==> src/rtl/nano_rv32i_pkg.sv <==
// Shared encodings for the nano_rv32i memory arbiter: FSM states, owner ids,
// latency counter width.
package nano_rv32i_pkg;

  typedef enum logic [1:0] {
    ST_IDLE  = 2'd0,
    ST_ISSUE = 2'd1,
    ST_WAIT  = 2'd2,
    ST_ACK   = 2'd3
  } state_e;

  localparam logic OWN_I = 1'b0;
  localparam logic OWN_D = 1'b1;

  // Wide enough for MEM_LATENCY - 1 with MEM_LATENCY up to 15.
  localparam int unsigned CNT_W = 4;

endpackage

==> src/rtl/nano_arb_pick.sv <==
// Combinational owner selection between the fetch and data ports.
module nano_arb_pick
  import nano_rv32i_pkg::*;
#(
  parameter bit PRIO_D = 1'b1
) (
  input  logic i_req,
  input  logic d_req,
  input  logic last_grant,
  output logic grant_valid,
  output logic grant_owner
);

  // Fixed data priority, or alternate away from the last winner on conflict.
  always_comb begin
    grant_valid = i_req | d_req;
    grant_owner = OWN_I;
    if (i_req && d_req) begin
      grant_owner = PRIO_D ? OWN_D : ~last_grant;
    end else if (d_req) begin
      grant_owner = OWN_D;
    end
  end

endmodule

==> src/rtl/nano_mem_arbiter.sv <==
// Two-port arbiter in front of a single-port, fixed-latency unified memory.
// One access at a time: IDLE -> ISSUE -> WAIT -> ACK -> IDLE.
module nano_mem_arbiter
  import nano_rv32i_pkg::*;
#(
  parameter int unsigned ADDR_W      = 32,
  parameter int unsigned DATA_W      = 32,
  parameter int unsigned MEM_LATENCY = 1,
  parameter bit          PRIO_D      = 1'b1
) (
  input  logic              clk_i,
  input  logic              rst_i,
  input  logic              i_rd_i,
  input  logic [ADDR_W-1:0] i_addr_i,
  output logic [DATA_W-1:0] i_data_o,
  output logic              i_ack_o,
  input  logic              d_rd_i,
  input  logic              d_wr_i,
  input  logic [ADDR_W-1:0] d_addr_i,
  input  logic [DATA_W-1:0] d_data_i,
  output logic [DATA_W-1:0] d_data_o,
  output logic              d_ack_o,
  output logic              mem_req_o,
  output logic              mem_we_o,
  output logic [ADDR_W-1:0] mem_addr_o,
  output logic [DATA_W-1:0] mem_wdata_o,
  input  logic [DATA_W-1:0] mem_rdata_i
);

  state_e             state_q, state_d;
  logic [CNT_W-1:0]   cnt_q, cnt_d;
  logic               last_grant_q, last_grant_d;
  logic               owner_q, owner_d;
  logic               we_q, we_d;
  logic [ADDR_W-1:0]  addr_q, addr_d;
  logic [DATA_W-1:0]  wdata_q, wdata_d;
  logic               mem_req_q, mem_req_d;
  logic               i_ack_q, i_ack_d;
  logic               d_ack_q, d_ack_d;
  logic [DATA_W-1:0]  i_data_q, i_data_d;
  logic [DATA_W-1:0]  d_data_q, d_data_d;

  logic grant_valid;
  logic grant_owner;

  nano_arb_pick #(
    .PRIO_D (PRIO_D)
  ) u_pick (
    .i_req       (i_rd_i),
    .d_req       (d_rd_i | d_wr_i),
    .last_grant  (last_grant_q),
    .grant_valid (grant_valid),
    .grant_owner (grant_owner)
  );

  // Next-state logic; every output is produced one edge ahead so it leaves a flop.
  always_comb begin
    state_d      = state_q;
    cnt_d        = cnt_q;
    last_grant_d = last_grant_q;
    owner_d      = owner_q;
    we_d         = we_q;
    addr_d       = addr_q;
    wdata_d      = wdata_q;
    mem_req_d    = 1'b0;
    i_ack_d      = 1'b0;
    d_ack_d      = 1'b0;
    i_data_d     = i_data_q;
    d_data_d     = d_data_q;

    unique case (state_q)
      ST_IDLE: begin
        if (grant_valid) begin
          owner_d      = grant_owner;
          last_grant_d = grant_owner;
          if (grant_owner == OWN_D) begin
            // A simultaneous read and write is served as a write.
            we_d    = d_wr_i;
            addr_d  = d_addr_i;
            wdata_d = d_data_i;
          end else begin
            we_d    = 1'b0;
            addr_d  = i_addr_i;
            wdata_d = '0;
          end
          mem_req_d = 1'b1;
          state_d   = ST_ISSUE;
        end
      end
      ST_ISSUE: begin
        cnt_d   = CNT_W'(MEM_LATENCY - 32'd1);
        state_d = ST_WAIT;
      end
      ST_WAIT: begin
        if (cnt_q == '0) begin
          if (!we_q) begin
            if (owner_q == OWN_D) begin
              d_data_d = mem_rdata_i;
            end else begin
              i_data_d = mem_rdata_i;
            end
          end
          i_ack_d = (owner_q == OWN_I);
          d_ack_d = (owner_q == OWN_D);
          state_d = ST_ACK;
        end else begin
          cnt_d = cnt_q - CNT_W'(1);
        end
      end
      ST_ACK: begin
        state_d = ST_IDLE;
      end
      default: begin
        state_d = ST_IDLE;
      end
    endcase
  end

  // State, counter and latched access registers; reset aborts any access.
  always_ff @(posedge clk_i) begin
    if (rst_i) begin
      state_q      <= ST_IDLE;
      cnt_q        <= '0;
      last_grant_q <= OWN_I;
      owner_q      <= OWN_I;
      we_q         <= 1'b0;
      addr_q       <= '0;
      wdata_q      <= '0;
      mem_req_q    <= 1'b0;
      i_ack_q      <= 1'b0;
      d_ack_q      <= 1'b0;
      i_data_q     <= '0;
      d_data_q     <= '0;
    end else begin
      state_q      <= state_d;
      cnt_q        <= cnt_d;
      last_grant_q <= last_grant_d;
      owner_q      <= owner_d;
      we_q         <= we_d;
      addr_q       <= addr_d;
      wdata_q      <= wdata_d;
      mem_req_q    <= mem_req_d;
      i_ack_q      <= i_ack_d;
      d_ack_q      <= d_ack_d;
      i_data_q     <= i_data_d;
      d_data_q     <= d_data_d;
    end
  end

  assign mem_req_o   = mem_req_q;
  assign mem_we_o    = we_q;
  assign mem_addr_o  = addr_q;
  assign mem_wdata_o = wdata_q;
  assign i_ack_o     = i_ack_q;
  assign d_ack_o     = d_ack_q;
  assign i_data_o    = i_data_q;
  assign d_data_o    = d_data_q;

endmodule

==> config.mk <==
export PLATFORM = sky130hd
export DESIGN_NAME = nano_mem_arbiter
export DESIGN_NICKNAME = d
export VERILOG_FILES = /design/src/rtl/nano_rv32i_pkg.sv /design/src/rtl/nano_arb_pick.sv /design/src/rtl/nano_mem_arbiter.sv
export SDC_FILE = /design/constraint.sdc
export NUM_CORES = 1
export LEC_CHECK = 0
export CAP_MARGIN = 30
export CORE_MARGIN = 2
export CORE_UTILIZATION = 41
export CTS_CLUSTER_SIZE = 28
export DETAILED_ROUTE_END_ITERATION = 10
export PLACE_DENSITY = 0.81
export SLEW_MARGIN = 30
export SYNTH_ARGS = -nofsm -noshare
export SYNTH_HDL_FRONTEND = slang
export SYNTH_HIERARCHICAL = 1
export SYNTH_SLANG_ARGS = --single-unit
==> constraint.sdc <==
create_clock -name clk_i -period 2.1 [get_ports clk_i]
set_clock_uncertainty 0.15 [all_clocks]
set_input_delay 0.21 -clock clk_i [delete_from_list [all_inputs] [get_ports clk_i]]
set_output_delay 0.21 -clock clk_i [all_outputs]
set_load 0.01 [all_outputs]
# Word-level counts from Yosys, hierarchy flattened
# Index checks and enable logic that the tools add are counted.
[classes]
add_sub_neg = 1
eq_ne = 6
mux = 11
n_bitwise = 7
n_reduce_logical = 11
[op_table]
columns = ["cell", "count"]
rows = [
  ["two-way mux 32 bit", 2],
  ["one-hot mux 2 bit (4 select lines)", 1],
  ["one-hot mux 4 bit (2 select lines)", 1],
  ["AND reduction 4 bit", 2],
  ["!= test 2 bit (second input constant)", 3],
  ["AND reduction 2 bit", 3],
  ["NOT 1 bit", 5],
  ["== test 2 bit (second input constant)", 2],
  ["zero test 4 bit", 1],
  ["two-way mux 1 bit", 4],
  ["two-way mux 2 bit", 2],
  ["two-way mux 4 bit", 1],
  ["subtractor 4 x 1 -> 4 bit (second input constant)", 1],
  ["OR reduction 3 bit", 1],
  ["== test 2 x 1 -> 1 bit (second input constant)", 1],
  ["zero test 2 bit", 1],
  ["bitwise OR 1 bit", 2],
  ["nonzero test 2 bit", 1],
  ["OR reduction 2 bit", 1],
  ["logical AND 1 bit", 1],
]
[totals]
ff_bits = 139
in_bits = 133
output_inout_bits = 132
word_cells = 47

# Longest topological paths before layout
# Gate-level depths: netlist of run 1.
[depth]
ltp_word = 4
depth_mapped = 7
depth_no_buf = 5

# Cells and area by module
# Netlist of run 1, hierarchy kept.
[by_module_without_submodules]
columns = ["module", "instances", "cells_per_inst", "area_each_um2", "seq_area_each_um2"]
rows = [
  ["nano_mem_arbiter", 1, 587, 5472.7, 2782.7],
  ["nano_arb_pick", 1, 2, 10.0, 0.0],
]

# Worst setup path after synthesis of run 1
# OpenSTA, ideal clock, no wires.
[synth_timing]
path_kind = "flip-flop to flip-flop"
start = "reg state_q[0]"
end = "reg d_data_q[10] (netlist: d_data_o[10])"
setup_ns = 0.119
t_arrival_ns = 1.676
t_required_ns = 1.831
path_slack_ns = 0.155
stages_incl_launch_ff = 8
n_path_buf = 2
period_less_slack_ns = 1.945
cell_sequence = "dfxtp_1 > inv_1 > ha_1 > nand3b_2 > or4b_1 > buf_6 > buf_8 > mux2i_1"
[synth_via]
elab_chain_cells = 2
[synth_lines]
columns = ["element", "line_no", "source"]
rows = [
  ["start: declaration", "nano_mem_arbiter.sv:30", "state_e state_q, state_d;"],
  ["start signal: assignment", "nano_mem_arbiter.sv:135", "state_q <= state_d;"],
  ["== test 2 bit", "nano_mem_arbiter.sv:71", "unique case (state_q)"],
  ["AND reduction 4 bit (no line)", "-", ""],
  ["end signal: assignment", "nano_mem_arbiter.sv:146", "d_data_q <= d_data_d;"],
  ["end: declaration", "nano_mem_arbiter.sv:41", "logic [DATA_W-1:0] d_data_q, d_data_d;"],
]
# Every way passes these cells.
# A chain may end at the register's enable or synchronous reset.

# Worst setup path after layout of run 1
[layout_timing]
start = "reg state_q[0]"
end = "reg cnt_q[3]"
[layout_via]
elab_chain_cells = 3
word_cells_on_any_way = 6
[layout_lines]
columns = ["element", "line_no", "source"]
rows = [
  ["== test 2 bit or == test 2 x 1 -> 1 bit (tied branches)", "nano_mem_arbiter.sv:71", ""],
  ["!= test 2 bit (no line) or nonzero test 2 bit (tied branches)", "-", ""],
  ["AND reduction 2 bit (no line)", "-", ""],
  ["end signal: assignment", "nano_mem_arbiter.sv:136", "cnt_q <= cnt_d;"],
  ["end: declaration", "nano_mem_arbiter.sv:31", "logic [CNT_W-1:0] cnt_q, cnt_d;"],
]
# Parallel ways exist; a longest one is shown, timed or not.

==> results.tsv, run 1 <==
metric	value	unit
Max Slew Vio Count	0	
final hold violations	0	
non-filler cells, final	1025	
DP Wirelength	11700	µm
fmax	494	MHz
Yosys top cell by area	dfxtp_1	
dominant cells by area after synthesis	dfxtp_1 51%, mux2i_1 18%, nand2_1 9.3%	
Core Box Area	13100	µm²
total grt overflow	0	
CTS tree	built	
xor/xnor share of the synthesized area	0	%
cells after synthesis	589	
Crit Path Max Fanout	6	
Syn Nets	727	
io pins	265	
final setup fails	0	
Yosys top cell area share	50.8	%
area of the multi-input gates	2460	µm²
Initial Util	41.7	%
sequential area share after synthesis	50.8	%
# DRC	0	
via count	5091	
RSZ-0062 raised after global routing	no	
Internal	6.83	mW
cell area after synthesis	5480	µm²
register area	2780	µm²
gr usage total	22.5	%
Finished Core Util	67.9	%
routed wire length	16300	µm
vias per std cell	4.97	
layer with the highest usage	met2	
leakage	3.64	nW
crit path DAT	2.19	ns
met3 usage	7.89	%
die width	120	µm
crit-path leading delay family	simple AND/OR/NAND/NOR gates	
layout cells sized above 1	6.24	%
worst min path class	in -> reg	
Peak VDD IR	616	µV
Final min period	2.03	ns
CP Data Required Time	2.27	ns
global-route wire length before repair	25400	µm
Pre-antenna DRT Iters	4	
fraction of the mapped netlist area in adder cells	1.14	%
P&R area growth vs syn	62.7	%
combinational family with the most area after synthesis	multiplexers	
port bufs	264	
Inst Count DP	993	
Crit. End Element	register	
startpoint types	register	
largest net degree at the start of global routing	70	
met1 Use GR	24.4	%
num rows	42	
number of DRC markers in iteration 0	304	
Clock transition at path regs	0.06	ns
pwr/cell area	1100	nW/µm²
Slew @ Worst Pin	0.846	ns
Post-Synth Simple-Gate Area	17.0	%
CTS Buf Count	17	
ANT cells	0	
met2 Usage GRT	39.4	%
Crit Path Category	reg -> reg	
CTS Sinks	139	
relative slew slack	43.6	%
Clock Path Buffers	2	
MaxCap Viol Count	0	
die footprint	14300	µm²
Fillers	1013	
switching share of power	30.3	%
slowest stage cell on the critical path	or4b_2	
status	complete, no violations	
Yosys warnings	6	
H-tree depth	4	
Avg WL per Cell	15.9	µm
vias in the first global route	5113	
Final GP Congestion	0.799	
Avg Cell Area, Syn	9.31	µm²
Critical Path Max Stage Delay	0.61	ns
mux cell area share after synthesis	18.3	%
crit-path cells	inv_2, ha_2, buf_4, or4b_2, nand3b_1, a211oi_1	
die height	120	µm
register bit total from synthesis	139	
Yosys cell types	34	
clk_lat worst skew	0.41	ns
period utilization	96.5	%
Switch Pwr	2.97	mW
post-route antenna net violation count	0	
sequential share of power	35.4	%
fin nets	976	
Setup TNS	0	ns
CP Buf/Inv Count	2	
clk root buf	clkbuf_16	
initial antenna violation count	0	
Clock power frac	30.4	%
Comb power frac	34.3	%
area fraction in compound gates after synthesis	8.06	%
metal layers:
metal  part of all wire [%]  vias to the layer above  wire (µm)
li1                       -                     2496          -
met2                     50                      214       8120
met4                    2.6                        0        418
met1                     40                     2351       6440
met5                      0                        -          0
met3                    7.9                       30       1290
cells by family (layout without fill, tap and decap cells):
family	Yosys count	after routing
simple gates	221	221
fa+ha+maj	5	5
flops	139	139
mux	100	100
buf+inv	54	314
compound gates	70	70
synthesized netlist by cell type:
library cell  instances
a211oi_1             33
a21oi_1              35
a2bb2oi_1             1
and2_1                1
and2b_1               1
buf_1                 3
buf_2                 2
buf_4                 3
buf_6                 1
buf_8                 3
clkbuf_1             36
dfxtp_1             139
ha_1                  5
inv_1                 5
inv_2                 1
mux2_2                2
mux2i_1              98
nand2_1             136
nand3_1              33
nand3b_1              1
nand3b_2              1
nor2_1               36
nor2b_1               1
nor3_1                2
nor4_1                1
nor4_2                1
nor4b_1               1
o211a_1               1
or2_1                 1
or2_2                 1
or3_1                 1
or3b_2                1
or4b_1                1
or4b_2                1
timing repair:
item,CTS,global route
hold endpoints to repair,4,0
hold buffers,1,0
gates resized for setup,0,4
endpoints found under the setup margin,0,31
buffers inserted,0,0
cell usage in the layout (no fill, tap or decap), types with 2 or more instances in the layout:
cell type and n:
inv_2 2, clkdlybuf4s50_1 263, buf_12 7, nor2_1 36, inv_1 4, nand2_1 136, mux2_2 2, bufinv_16 3
clkbuf_1 4, nor3_1 2, clkbuf_16 18, clkbuf_8 2, ha_1 4, nand3_1 33, a211oi_1 33, clkinv_2 2
dfxtp_1 139, mux2i_1 97, a21oi_1 35, buf_4 5
final cells by class:
type	count	area share (%)
sequential	139	31.2
inverter	6	0.252
tap	176	2.47
multi-input combinational	396	27.6
clock buffer	23	5.24
clock inverter	7	1.30
timing repair buffer	278	31.9
stage by stage:
stage	total power [mW]	worst slack, ns	cell area (µm²)	hold slack (ns)
6_report	9.80	0.0740	8920	0.226
2_1_floorplan	5.10	0.155	5480	0.222
5_1_grt	10.3	0.0350	8920	0.222
3_5_place_dp	6.85	-0.146	8290	0.295
3_3_place_gp	6.74	-0.0162	8290	0.288
4_1_cts	9.87	0.0289	8890	0.203
worst min-delay path: cells and delay by family:
family / cells / cell delay (ns)
buf+inv: 1 / 0.39
mux: 1 / 0.06
simple gates: 1 / 0.07
registers in the layout, summed over array words and instances (netlist names):
signal	cells
cnt_q	4
d_ack_o	1
d_data_o	32
i_ack_o	1
i_data_o	32
mem_addr_o	32
mem_req_o	1
mem_wdata_o	32
mem_we_o	1
owner_q	1
state_q	2
final timing paths:
| kind | end | slack [ns] | depth (start not counted) | start |
|---|---|---|---|---|
| setup / recovery | cnt_q[3] | 0.07 | 6 | state_q[0] |
| hold / removal | d_data_o[28] | 0.23 | 3 | mem_rdata_i[28] |
| setup reg to reg | cnt_q[3] | 0.07 | 6 | state_q[0] |
| hold reg to reg | mem_wdata_o[24] | 0.30 | 2 | mem_wdata_o[24] |
power groups by stage:
stage	Clock, mW	Sequential [mW]	Combinational, mW
after detailed placement	0	3.51	3.34
after CTS	3.04	3.46	3.36
after floorplan	0	3.70	1.40
final	2.98	3.47	3.36
after global placement	0	3.48	3.26
after global routing	3.16	3.52	3.62
Power figures use the tool's default switching activity.
==> inputs of run 2 (changes only) <==
--- a/config.mk
+++ b/config.mk
@@ -11,6 +11,7 @@
 export CTS_CLUSTER_SIZE = 28
 export DETAILED_ROUTE_END_ITERATION = 10
 export PLACE_DENSITY = 0.81
+export REMOVE_ABC_BUFFERS = 1
 export SLEW_MARGIN = 30
 export SYNTH_ARGS = -nofsm -noshare
 export SYNTH_HDL_FRONTEND = slang
==> results.tsv, run 2 (synthesis gave the netlist of run 1 again) <==
metric	value	unit
status	complete, no violations	
die width	120	µm
Finished Core Util	67.7	%
gr usage total	21.8	%
CTS Buf Count	17	
final setup fails	0	
# DRC	0	
crit path DAT	2.17	ns
fin nets	977	
H-tree depth	4	
most common cell after layout, fill and taps aside	clkdlybuf4s50_1	
Clock transition at path regs	0.06	ns
CTS Sinks	139	
Final GP Congestion	0.815	
CTS tree	built	
DP Wirelength	11500	µm
post-route antenna net violation count	0	
Crit. End Element	register	
Core Box Area	13100	µm²
die footprint	14300	µm²
startpoint types	register	
leakage	3.64	nW
clk_lat worst skew	0.41	ns
Fillers	990	
Initial Util	41.7	%
Peak VDD IR	616	µV
final instance area	8890	µm²
worst min path class	in -> reg	
clk root buf	clkbuf_16	
vias in the first global route	5097	
io pins	265	
via count	5087	
Final min period	1.98	ns
Cells on Worst Hold Path	3	
Reg2Reg Depth	6	
P&R area growth vs syn	62.2	%
pwr/cell area	1090	nW/µm²
Pre-antenna DRT Iters	5	
num rows	42	
Crit Path Category	reg -> reg	
total grt overflow	0	
final hold violations	0	
Avg WL per Cell	15.6	µm
ANT cells	0	
commonest non-fill, non-tap cells in the layout	263 x clkdlybuf4s50_1, 139 x dfxtp_1, 136 x nand2_1	
period utilization	94.3	%
MaxCap Viol Count	0	
Max Slew Vio Count	0	
routed wire length	16000	µm
fmax	505	MHz
largest net degree at the start of global routing	100	
layout cells sized above 1	6.59	%
port bufs	264	
Setup TNS	0	ns
Slew @ Worst Pin	0.855	ns
die height	120	µm
Placed Area	8290	µm²
vias per std cell	4.96	
global-route wire length before repair	24700	µm
RSZ-0062 raised after global routing	no	
initial antenna violation count	0	
CP Data Required Time	2.29	ns
postcts setup bufs	0	
Clock Path Buffers	2	
number of DRC markers in iteration 0	342	
relative slew slack	43.0	%
Crit Path Max Fanout	6	
## run 2: final timing paths
| kind | start | end | slack (ns) |
|---|---|---|---|
| worst min register to register | mem_wdata_o[12] | mem_wdata_o[12] | 0.30 |
| worst min-delay path | mem_rdata_i[22] | d_data_o[22] | 0.23 |
| worst max register to register | state_q[0] | cnt_q[3] | 0.12 |
| worst max-delay path | state_q[0] | cnt_q[3] | 0.12 |
## run 2: layout make-up
cell class	count	area, µm²	share of cell area (%)
Multi-Input combinational cell	396	2460	27.7
Clock buffer	21	460	5.18
Tap cell	176	220	2.48
Inverter	6	22.5	0.253
Sequential cell	139	2780	31.3
Clock inverter	9	97.6	1.10
Timing Repair Buffer	279	2850	32.0
## run 2: worst max-delay path: stages (launching register included)
cell	delay, ns
dfxtp_1	0.33
inv_2	0.08
ha_2	0.19
buf_4	0.14
or4b_2	0.60
nand3b_1	0.20
a211oi_2	0.21
## run 2: timing repair
item | CTS | global route
hold buffers | 1 | 0
hold endpoints to repair | 9 | 0
resized for setup | 0 | 4
setup endpoints to repair | 0 | 29
## run 2: where the power goes
group	internal (mW)	switching, mW
clock	1.78	1.06
sequential	3.17	0.313
combinational	1.78	1.60
total	6.73	2.97
## run 2: metal layers
layer  wire length (µm)  share of wire [%]  global-route usage, %
met5                  0                  0                      0
met3               1400                8.8                   6.99
met4                609                3.8                   11.7
met2               7620                 48                   36.7
met1               6350                 40                   24.4
## run 2: per-stage QoR
| stage | setup WS (ns) | hold WS [ns] | cells | power, mW |
|---|---|---|---|---|
| after floorplan | -1.78 | 0.129 | 541 | 5.03 |
| after global routing | 0.0259 | 0.234 | 1026 | 10.2 |
| after global placement | -0.00753 | 0.289 | 994 | 6.78 |
| after CTS | 0.0517 | 0.207 | 1025 | 9.75 |
| after detailed placement | -0.101 | 0.293 | 994 | 6.89 |
| final | 0.120 | 0.231 | 1026 | 9.69 |
==> inputs of run 3 (changes only) <==
--- a/config.mk
+++ b/config.mk
@@ -8,8 +8,10 @@
 export CAP_MARGIN = 30
 export CORE_MARGIN = 2
 export CORE_UTILIZATION = 41
+export CTS_BUF_LIST = sky130_fd_sc_hd__clkbuf_16
 export CTS_CLUSTER_SIZE = 28
 export DETAILED_ROUTE_END_ITERATION = 10
+export GPL_TIMING_DRIVEN = 0
 export PLACE_DENSITY = 0.81
 export REMOVE_ABC_BUFFERS = 1
 export SLEW_MARGIN = 30
==> results.tsv, run 3 (synthesis gave the netlist of run 1 again) <==
metric	value	unit
status	complete, no violations	
CTS Sinks	139	
number of DRC markers in iteration 0	186	
io pins	265	
pwr/cell area	1110	nW/µm²
most common cell after layout, fill and taps aside	clkdlybuf4s50_1	
clk_lat worst skew	0.41	ns
startpoint types	register	
RSZ-0062 raised after global routing	no	
Internal	6.85	mW
Hold WS	0.227	ns
Max Slew Vio Count	0	
Core Box Area	13100	µm²
Peak VDD IR	528	µV
clk root buf	clkbuf_16	
relative slew slack	55.4	%
layout cells sized above 1	6.82	%
switching share of power	31.0	%
largest net degree at the start of global routing	100	
Final min period	2.01	ns
# DRC	0	
period utilization	95.8	%
Clock transition at path regs	0.06	ns
Inst Count DP	988	
Clock power frac	31.5	%
Crit Path Category	reg -> reg	
Crit Path Max Fanout	16	
P&R area growth vs syn	63.1	%
via count	5149	
MaxCap Viol Count	0	
Placed Area	8220	µm²
die width	120	µm
gr usage total	22.7	%
post-route antenna net violation count	0	
Comb power frac	33.6	%
DP Wirelength	11400	µm
Pre-antenna DRT Iters	4	
Initial Util	41.7	%
num rows	42	
CP Data Required Time	2.23	ns
Switch Pwr	3.07	mW
Reg2Reg Setup Slack	0.09	ns
leakage	3.63	nW
Clock Path Buffers	2	
final instance area	8940	µm²
die footprint	14300	µm²
fmax	497	MHz
worst min path class	in -> reg	
port bufs	264	
Fillers	990	
crit path DAT	2.14	ns
CTS tree	built	
routed wire length	16600	µm
vias in the first global route	5062	
final setup fails	0	
Final GP Congestion	0.792	
commonest non-fill, non-tap cells in the layout	263 x clkdlybuf4s50_1, 139 x dfxtp_1, 135 x nand2_1	
Slew @ Worst Pin	0.669	ns
final hold violations	0	
Avg WL per Cell	16.2	µm
H-tree depth	4	
global-route wire length before repair	25400	µm
Crit. End Element	register	
CTS Buf Count	17	
vias per std cell	5.01	
non-filler cells, final	1027	
total grt overflow	0	
die height	120	µm
ANT cells	0	
fin nets	976	
initial antenna violation count	0	
sequential share of power	34.9	%
[run 3: cell types whose count changed in the layout (fill, tap and decap cells not counted), sizes merged, moves of 2 or more]
cell,delta
clkbuf,-5
bufinv,+2
clkinvlp,+3
buf,-4
[run 3: layout make-up]
type	instances	area (µm²)	share of cell area (%)
multi-input combinational	399	2510	28.1
clock inverter	15	199	2.23
inverter	6	27.5	0.308
tap	176	220	2.46
sequential	139	2780	31.1
clock buffer	17	425	4.76
timing repair buffer	275	2770	31.0
[run 3: worst paths after layout]
check	from	end	cells past startpoint
worst max-delay path	cnt_q[0]	d_data_o[2]	5
worst min-delay path	d_data_i[28]	mem_wdata_o[28]	3
worst max register to register	cnt_q[0]	d_data_o[2]	5
worst min register to register	mem_wdata_o[3]	mem_wdata_o[3]	2
[run 3: timing repair]
action	4_1_cts	5_1_grt
hold endpoints to repair	13	0
hold buffers	2	0
pin swaps	3	0
endpoints found under the setup margin	99	65
gates cloned	3	0
buffers inserted	3	0
gates resized for setup	4	4
[run 3: per-layer routing]
| layer | routed length [µm] | vias to the layer above | global-route usage, % |
|---|---|---|---|
| met5 | 0 | - | 0 |
| met4 | 408 | 0 | 9.41 |
| met3 | 1640 | 25 | 8.13 |
| met2 | 8310 | 236 | 40.1 |
| met1 | 6260 | 2376 | 24.5 |
| li1 | - | 2512 | - |
[run 3: power by group through the flow]
stage                     logic (mW)  clock network [mW]  registers, mW
after global placement          2.90                   0           3.39
after floorplan                 1.33                   0           3.71
after detailed placement        3.23                   0           3.50
after global routing            3.56                3.31           3.52
after CTS                       3.35                3.18           3.46
final                           3.33                3.12           3.46
[run 3: through the flow]
| step | power [mW] | setup TNS, ns | setup WS [ns] | utilization [%] |
|---|---|---|---|---|
| 3_3_place_gp | 6.28 | -388.88 | -3.05 | 61.7 |
| 4_1_cts | 9.98 | 0 | 0.0232 | 68.0 |
| 5_1_grt | 10.4 | 0 | 0.00452 | 68.1 |
| 6_report | 9.92 | 0 | 0.0884 | 68.1 |
| 2_1_floorplan | 5.03 | -167.52 | -1.78 | - |
| 3_5_place_dp | 6.73 | -39.20 | -0.559 | 62.6 |
[run 3: worst max-delay path, stage by stage, from the launching register on]
cell and delay, ns:
dfxtp_1 0.32, inv_1 0.08, ha_2 0.23, nand3b_4 0.15, or4b_4 0.75, mux2i_1 0.18
==> edit: new RTL, config.mk and constraints of run 1 <==
The parameter `ADDR_W` goes from 32 to 64.
--- a/src/rtl/nano_mem_arbiter.sv
+++ b/src/rtl/nano_mem_arbiter.sv
@@ -3,7 +3,7 @@
 module nano_mem_arbiter
   import nano_rv32i_pkg::*;
 #(
-  parameter int unsigned ADDR_W      = 32,
+  parameter int unsigned ADDR_W      = 64,
   parameter int unsigned DATA_W      = 32,
   parameter int unsigned MEM_LATENCY = 1,
   parameter bit          PRIO_D      = 1'b1
Interface: changed (resized d_addr_i, i_addr_i and mem_addr_o); port bits go from 265 to 361. The function was not compared with the original's and may differ.
==> edit against run 1 <==
- wire length up 30%
- power grew 26%
- area after synthesis rose by 27%
- sequential cell count grew 32
- worst setup slack improved by 200 ps
- global-route usage is 0.42 points higher
- sequential share of layout area fell by 1.1 points
- count of clock-buffer cells in the layout fell by 4
- critical path depth unchanged
- worst hold slack got worse by 120 ps
- non-clock buffer count increased by 105
- cell area up 27%
==> edit: results (changes against run 1) <==
outcome:
  status: "finished, final reports clean"
placed_design:
  io_buffers: 360  # +36%
  post-place-ws_ps: 11.24  # +157.1 ps
  place_hpwl_mm: 15.81  # +36%
  placed_cell_area_um2: 10780  # +30%
timing:
  tightest_slew_ps: 498.0  # -347.6 ps
pwr:
  leakage_nw: 4.695  # +29%
  ir_drop_mv: 0.5491  # -11%
drt:
  wl_met1_mm: 8.483  # +32%
  top_layer_used: "met4"
  drt_wl_total_mm: 21.10  # +30%
  wl_met3_mm: 1.283  # -0.39%
  dr_wl_met2_mm: 10.79  # +33%
  drt_iter0_drc: 270  # -11%
  drtPass1Iterations: 4  # unchanged
  via_count: 6416  # +26%
cells_and_area:
  drive_gt1_share_pct: 5.904  # -0.34 points
  fillers: 1345  # +33%
yosys:
  syn_nets: 935  # +29%
  synth_area_leaders: "dfxtp_1 (49%), mux2i_1 (19%), nand2_1 (7.2%)"
  synth_commonest_cells: "dfxtp_1 (171), nand2_1 (134), mux2i_1 (129)"
grt:
  grt_use_met1_pct: 26.76  # +2.4 points
  grt_use_met3_pct: 5.291  # -2.6 points
  grt_first_pass_wirelength_mm: 32.39  # +27%
  grt_usage_pct: 22.94  # +0.42 points
  grt_pass1_vias: 6240  # +22%
setup_path:
  cp.arrival_ps: 2010  # -180 ps
clocking:
  clockBufferDepth: 2  # unchanged
## edit: cell count changes in the layout (fill, tap and decap cells not counted), sizes merged, moves of 3 or more
cell	delta
a21oi	+4
mux2i	+31
buf	+11
inv	+3
dfxtp	+32
clkdlybuf4s50	+96
clkbuf	-5
a211oi	+31
nor2	+30
o21ai	+4
## edit: cell families after synthesis
family                     count (synthesis)  synth area share, %
buffers and inverters                     68                5.282
adders and majority gates                  5               0.9014
and+or+nand+nor                          251                15.59
AOI/OAI and AO/OA                        109                10.29
DFF                                      171                49.32
muxes                                    129                18.60
## edit: path summary, 6_finish.rpt
check | startpoint | end | slack (ps) | cells after the start
worst max-delay path | cnt_q[0] | d_data_o[3] | 280 | 6
worst min-delay path | rst_i | i_data_o[2] | 110 | 4
worst max register to register | cnt_q[0] | d_data_o[3] | 280 | 6
worst min register to register | mem_wdata_o[3] | mem_wdata_o[3] | 300 | 2
## edit: critical path: stages (launching register included)
cell      delay [ps]
dfxtp_1          370
inv_1             80
ha_1             280
and4bb_4         260
nand3b_2         100
buf_12           250
mux2i_1          230
## edit: report_power, final
group,switching [mW],leakage [nW],internal [mW]
clock network,1.32,0.287,1.82
registers,0.400,1.40,4.00
logic,2.28,3.01,2.53
## edit: final cells by class
cell class | instances | area (µm²) | share of cell area (%)
inverters | 5 | 18.77 | 0.1650
multi-input cells | 494 | 3156 | 27.74
well taps | 220 | 275.3 | 2.420
clock buffers | 19 | 452.9 | 3.982
flip-flops and latches | 171 | 3423 | 30.10
clock inverters | 12 | 137.6 | 1.210
repair buffers | 383 | 3911 | 34.39
## edit: metrics by stage
stage / hold slack, ps / cells
finish: 105.6 / 1304
global route: 109.0 / 1304
CTS: 89.81 / 1304
detailed placement: 293.7 / 1273
global placement: 287.8 / 1273
floorplan: 221.5 / 733
